[config.mk]
export PLATFORM = sky130hd
export DESIGN_NAME = difftest_step_batcher
export DESIGN_NICKNAME = d
export VERILOG_FILES = /design/src/rtl/difftest_step_batcher.sv
export SDC_FILE = /design/constraint.sdc
export NUM_CORES = 1
export LEC_CHECK = 0
export ABC_CLOCK_PERIOD_IN_PS = 10000
export BUFFER_PORTS_ARGS = -buffer_cell sky130_fd_sc_hd__buf_4
export CAP_MARGIN = 20
export CORE_UTILIZATION = 58
export DETAILED_ROUTE_END_ITERATION = 8
export HOLD_SLACK_MARGIN = 0.08
export PLACE_DENSITY_LB_ADDON = 0.08
export SLEW_MARGIN = 10
export SYNTH_ARGS = -nofsm -noshare
export SYNTH_HDL_FRONTEND = slang
export SYNTH_SLANG_ARGS = --single-unit
[constraint.sdc]
create_clock -name clock -period 10 [get_ports clock]
set_input_delay 1 -clock clock [delete_from_list [all_inputs] [get_ports clock]]
set_output_delay 1 -clock clock [all_outputs]
set_load 0.03 [all_outputs]
[src/rtl/difftest_step_batcher.sv]
// Batches per-cycle progress ticks into single-cycle step pulses for the step controller.
// Emission is paced by a count threshold, an idle timeout or an explicit flush, and freezes on stop.
module difftest_step_batcher #(
  parameter int unsigned STEP_WIDTH      = 8,
  parameter int unsigned IN_WIDTH        = 4,
  parameter int unsigned ACC_WIDTH       = 16,
  parameter int unsigned BATCH_THRESHOLD = 64,
  parameter int unsigned TIMEOUT         = 31
) (
  input  logic                  clock,
  input  logic                  reset,
  input  logic                  tick_valid,
  input  logic [IN_WIDTH-1:0]   tick_count,
  input  logic                  flush,
  input  logic                  stop,
  output logic [STEP_WIDTH-1:0] step,
  output logic                  pending,
  output logic                  overflow,
  output logic [63:0]           emitted_total
);

  // Working width large enough for acc + tick without wrap and for the step ceiling.
  localparam int unsigned MaxW = (ACC_WIDTH > STEP_WIDTH) ?
                                 ((ACC_WIDTH > IN_WIDTH) ? ACC_WIDTH : IN_WIDTH) :
                                 ((STEP_WIDTH > IN_WIDTH) ? STEP_WIDTH : IN_WIDTH);
  localparam int unsigned WW = MaxW + 1;
  localparam int unsigned TW = (TIMEOUT > 0) ? $clog2(TIMEOUT + 1) : 1;

  localparam logic [WW-1:0] AccMax  = (WW'(1) << ACC_WIDTH) - WW'(1);
  localparam logic [WW-1:0] StepMax = (WW'(1) << STEP_WIDTH) - WW'(1);

  localparam logic [1:0] StIdle    = 2'd0;
  localparam logic [1:0] StAccum   = 2'd1;
  localparam logic [1:0] StStopped = 2'd2;

  logic [1:0]            state_q, state_d;
  logic [ACC_WIDTH-1:0]  acc_q, acc_d;
  logic [TW-1:0]         timer_q, timer_d;
  logic [STEP_WIDTH-1:0] step_q, step_d;
  logic                  overflow_q, overflow_d;
  logic [63:0]           emitted_total_q, emitted_total_d;

  logic [WW-1:0] add_w, sum_w, acc_next_w, amt_w;
  logic          sat_hit, stopped, emit;

  always_comb begin
    add_w      = tick_valid ? WW'(tick_count) : '0;
    sum_w      = WW'(acc_q) + add_w;
    sat_hit    = (sum_w > AccMax);
    acc_next_w = sat_hit ? AccMax : sum_w;
    amt_w      = (acc_next_w > StepMax) ? StepMax : acc_next_w;
    // stop overrides flush/threshold in the very cycle it is first seen
    stopped    = stop || (state_q == StStopped);
    emit       = !stopped && (acc_next_w != '0) &&
                 ((64'(acc_next_w) >= 64'(BATCH_THRESHOLD)) ||
                  (timer_q == TW'(TIMEOUT)) || flush);

    step_d          = '0;
    acc_d           = ACC_WIDTH'(acc_next_w);
    timer_d         = timer_q;
    overflow_d      = overflow_q | sat_hit;
    emitted_total_d = emitted_total_q;

    if (emit) begin
      step_d          = STEP_WIDTH'(amt_w);
      acc_d           = ACC_WIDTH'(acc_next_w - amt_w);
      timer_d         = '0;
      emitted_total_d = emitted_total_q + 64'(amt_w);
    end else if (state_q == StAccum) begin
      if (timer_q != TW'(TIMEOUT)) timer_d = timer_q + TW'(1);
    end else if (state_q == StIdle) begin
      timer_d = '0;
    end

    if (stopped) begin
      state_d = StStopped;
    end else if (acc_d != '0) begin
      state_d = StAccum;
    end else begin
      state_d = StIdle;
    end
  end

  always_ff @(posedge clock) begin
    if (reset) begin
      state_q         <= StIdle;
      acc_q           <= '0;
      timer_q         <= '0;
      step_q          <= '0;
      overflow_q      <= 1'b0;
      emitted_total_q <= '0;
    end else begin
      state_q         <= state_d;
      acc_q           <= acc_d;
      timer_q         <= timer_d;
      step_q          <= step_d;
      overflow_q      <= overflow_d;
      emitted_total_q <= emitted_total_d;
    end
  end

  assign step          = step_q;
  assign pending       = (acc_q != '0);
  assign overflow      = overflow_q;
  assign emitted_total = emitted_total_q;

endmodule

==> results_dict.tcl <==
set metrics [dict create \
    drt_pre_antenna_iters 6 \
    critPathKind "in -> reg" \
    synth_cell_types 75 \
    power_frac_comb_pct 57.2 \
    grt_pass1_vias 4784 \
    final_area_um2 6520 \
    post_drt_wl_per_cell_um 15.5 \
    grt_max_degree 87 \
    htreeDepth 3 \
    row_count 35 \
    p_sw_mw 0.809 \
    cp_data_arrival_time_ns 7.30 \
    finalHoldViolCount 0 \
    placed_cells 893 \
    antenna_found_initial 0 \
    required_ns 10.30 \
    viasPerCell 5.89 \
    cp_slowest_cell "and4b_1" \
    grt-ovfl-total 0 \
    synth_compound_area_share_pct 16.6 \
    rr_endpoint "emitted_total[63]" \
    worstSetupEndpointType "register" \
    cts_num_sinks 96 \
    grt_usage_pct 27.9 \
    numPortBuffers 82 \
    totalNegativeSetupSlack_ns 0 \
    synth_largest_area_cell "dfxtp_1" \
    cts.clk_slew.worst_paths_ns 0.11 \
    power_frac_seq_pct 28.7 \
    design.core.area_um2 9330 \
    hpwl_um 10100 \
    ant_nets 0 \
    vias 5355 \
    drv_slew 0 \
    rrSetupSlack_ns 3.48 \
    synthTopCellsByArea "dfxtp_1, ha_1, nor2_1" \
    drt_iter0_markers 313 \
    synth_most_common_cell "dfxtp_1" \
    synth_edf_count 0 \
    met2_length_um 6560 \
    syn_area_per_cell_um2 8.05 \
    wirelength_um 14100 \
    crit_path_start_kind "input pin" \
    die_h_um 101 \
    power.density_nw_per_um2 266 \
    min_path_cells 2 \
    synth-async-reset-ratio_pct 0 \
    fp.dieW_um 101 \
    postCtsHoldBufs 0 \
    ioPinCount 83 \
    synth_top_area_share_pct 34.1 \
    cts_tree "done" \
    maxSlewHeadroom_pct 41.8 \
    fin_crit_sh_pct 69.9 \
    synth_ff_type "dfxtp_1" \
    clock_power_share_pct 14.1 \
    hold_ws_ns 0.481 \
    cts_setup_buffers 0 \
    layout.nets 810 \
    synthSimpleGateAreaFrac_pct 29.1 \
    synth_common_cells "dfxtp_1, nor2_1, nand2_1" \
    ir_drop_v 0.000176 \
    maxCapViolations 0 \
    min_path_type "reg -> reg" \
    drc 0 \
    post_cts_resized 0 \
    numCtsBuffers 9 \
    status "complete, no violations" \
    path_max_fanout 23 \
    highest_layer "met4" \
    synth-xor-area-share_pct 9.01 \
    wl_met1_um 6420 \
    wl_met3_um 917 \
    timing.fmax_mhz 143 \
    dpl_cell_area_um2 6340 \
    cts-root-buf "clkbuf_8" \
    grt_setup_unrepaired "no" \
    ys_seq_area_share_pct 34.1 \
    power.share.switching_pct 46.7 \
    power.internal_mw 0.924 \
    power_leakage_nw 2.62 \
    crit_chain "buf_4, and2_1, ha_1, inv_1, fa_1, nand2b_1, a211oi_4, mux2i_1, and4_4, and4b_1, nand3_1, ha_1, a21o_1, a21oi_1, o21bai_1, a21boi_0, o311a_1, o31a_1, nor4_2, buf_4, nand2_1, or4_1, a21oi_1" \
    drive_gt1_share_pct 15.3 \
    rr_worst_depth 21 \
    critPathMaxStageDelay_ns 0.73 \
    synth.mux.area_fraction_pct 1.46 \
    synth_top_family_by_area "simple AND/OR/NAND/NOR gates" \
    hold-path-endpoint "emitted_total[11]" \
    initial_core_util_pct 60.5 \
    tightest_slew_ns 0.873 \
    fin_cells 909 \
    synth_fa_ha_area_share_pct 6.03 \
    finalCriticalPeriod_ns 6.99 \
    antenna_cells 0 \
    grt_pass1_wl_um 22700 \
    clkLatencyLatePin_ns 0.37 \
    hold_start "emitted_total[11]" \
    gp_congestion 0.866 \
    cts_buffer_depth 2 \
    skew_ns 0.0157 \
    synth_warnings 0 \
    layout-area-overhead-vs-synth_pct 15.7 \
    setup_violations 0 \
    reg2reg_from "acc_q[0]" \
    dieArea_um2 10100 \
    syn_inst 701 \
    ys_seq_elements 96 \
    synth_area_um2 5640 \
]
==> critical path: cells and delay by family <==
kind            cells  cell delay, ns
fa+ha+maj           3            0.89
buf+inv             3            0.41
simple gates        8            2.59
compound gates      8            1.98
mux                 1            0.42
==> cells in the final DEF, fill, tap and decap left out, types with 8 or more instances in the layout <==
cell type / netlist / final
nand2b_1: 10 / 10
nor4_1: 13 / 13
nor2_1: 79 / 79
buf_4: 1 / 85
xor2_1: 25 / 25
a21oi_1: 52 / 52
o21ai_0: 22 / 22
xnor2_1: 33 / 33
clkbuf_8: 0 / 9
conb_1: 1 / 9
and3_1: 16 / 16
a21o_1: 14 / 14
dfxtp_1: 96 / 96
nand4_1: 14 / 14
or3_1: 15 / 15
nand2_1: 76 / 76
inv_1: 19 / 19
nor3_1: 20 / 20
nand3_1: 33 / 33
ha_1: 24 / 24
a211oi_1: 8 / 8
==> cell families (layout without fill, tap and decap cells) <==
logic type	Yosys count	count (layout)
AND/OR/NAND/NOR	320	320
AO/OA/AOI/OAI	142	142
flip-flops	96	96
XOR/XNOR	58	58
buffers and inverters	50	121
adder cells (fa/ha/maj)	26	26
multiplexers	8	8
other	1	9
==> power by group through the flow <==
stage / sequential [mW] / clock, mW / combinational, mW
after global placement: 0.503 / 0 / 0.944
after CTS: 0.497 / 0.249 / 0.969
after global routing: 0.505 / 0.265 / 1.08
after detailed placement: 0.506 / 0 / 0.961
after floorplan: 0.562 / 0 / 0.693
final: 0.498 / 0.244 / 0.991
==> metal layers <==
metal,vias up,GRT usage [%]
met2,207,45.9
met5,-,0
li1,2626,-
met1,2504,37.7
met4,0,9.03
met3,18,4.09
==> how the worst max path moves through the flow <==
stage,from,to,slack (ns),cells after the start
after floorplan,tick_count[0],emitted_total[63],3.30,24
after global placement,tick_valid,emitted_total[63],2.93,23
after detailed placement,tick_valid,emitted_total[63],2.77,23
after CTS,tick_valid,emitted_total[63],3.15,23
after global routing,tick_valid,emitted_total[58],2.65,23
final,tick_valid,emitted_total[63],3.01,23
==> final cells by class <==
cell class                 instances  area, um2
sequential                        96       1920
inverter                          20       75.1
fill                             753       2800
tap                              129        161
timing repair buffer              85        638
clock buffer                      10        128
multi-input combinational        563       3550
clock inverter                     6       52.6
==> state kept, by name, summed over array words and instances, names as in the netlist <==
register / count
acc_q: 16
step: 8
timer_q: 5
state_q: 2
emitted_total: 64
overflow: 1
==> per-stage QoR <==
step	setup slack [ns]	total power, mW	utilization (%)
after global routing	2.65	1.85	69.9
after floorplan	3.30	1.26	-
after detailed placement	2.77	1.47	68.0
final	3.01	1.73	69.9
after global placement	2.93	1.45	68.0
after CTS	3.15	1.72	69.9
Note: power is estimated with default switching activity, not from simulation.
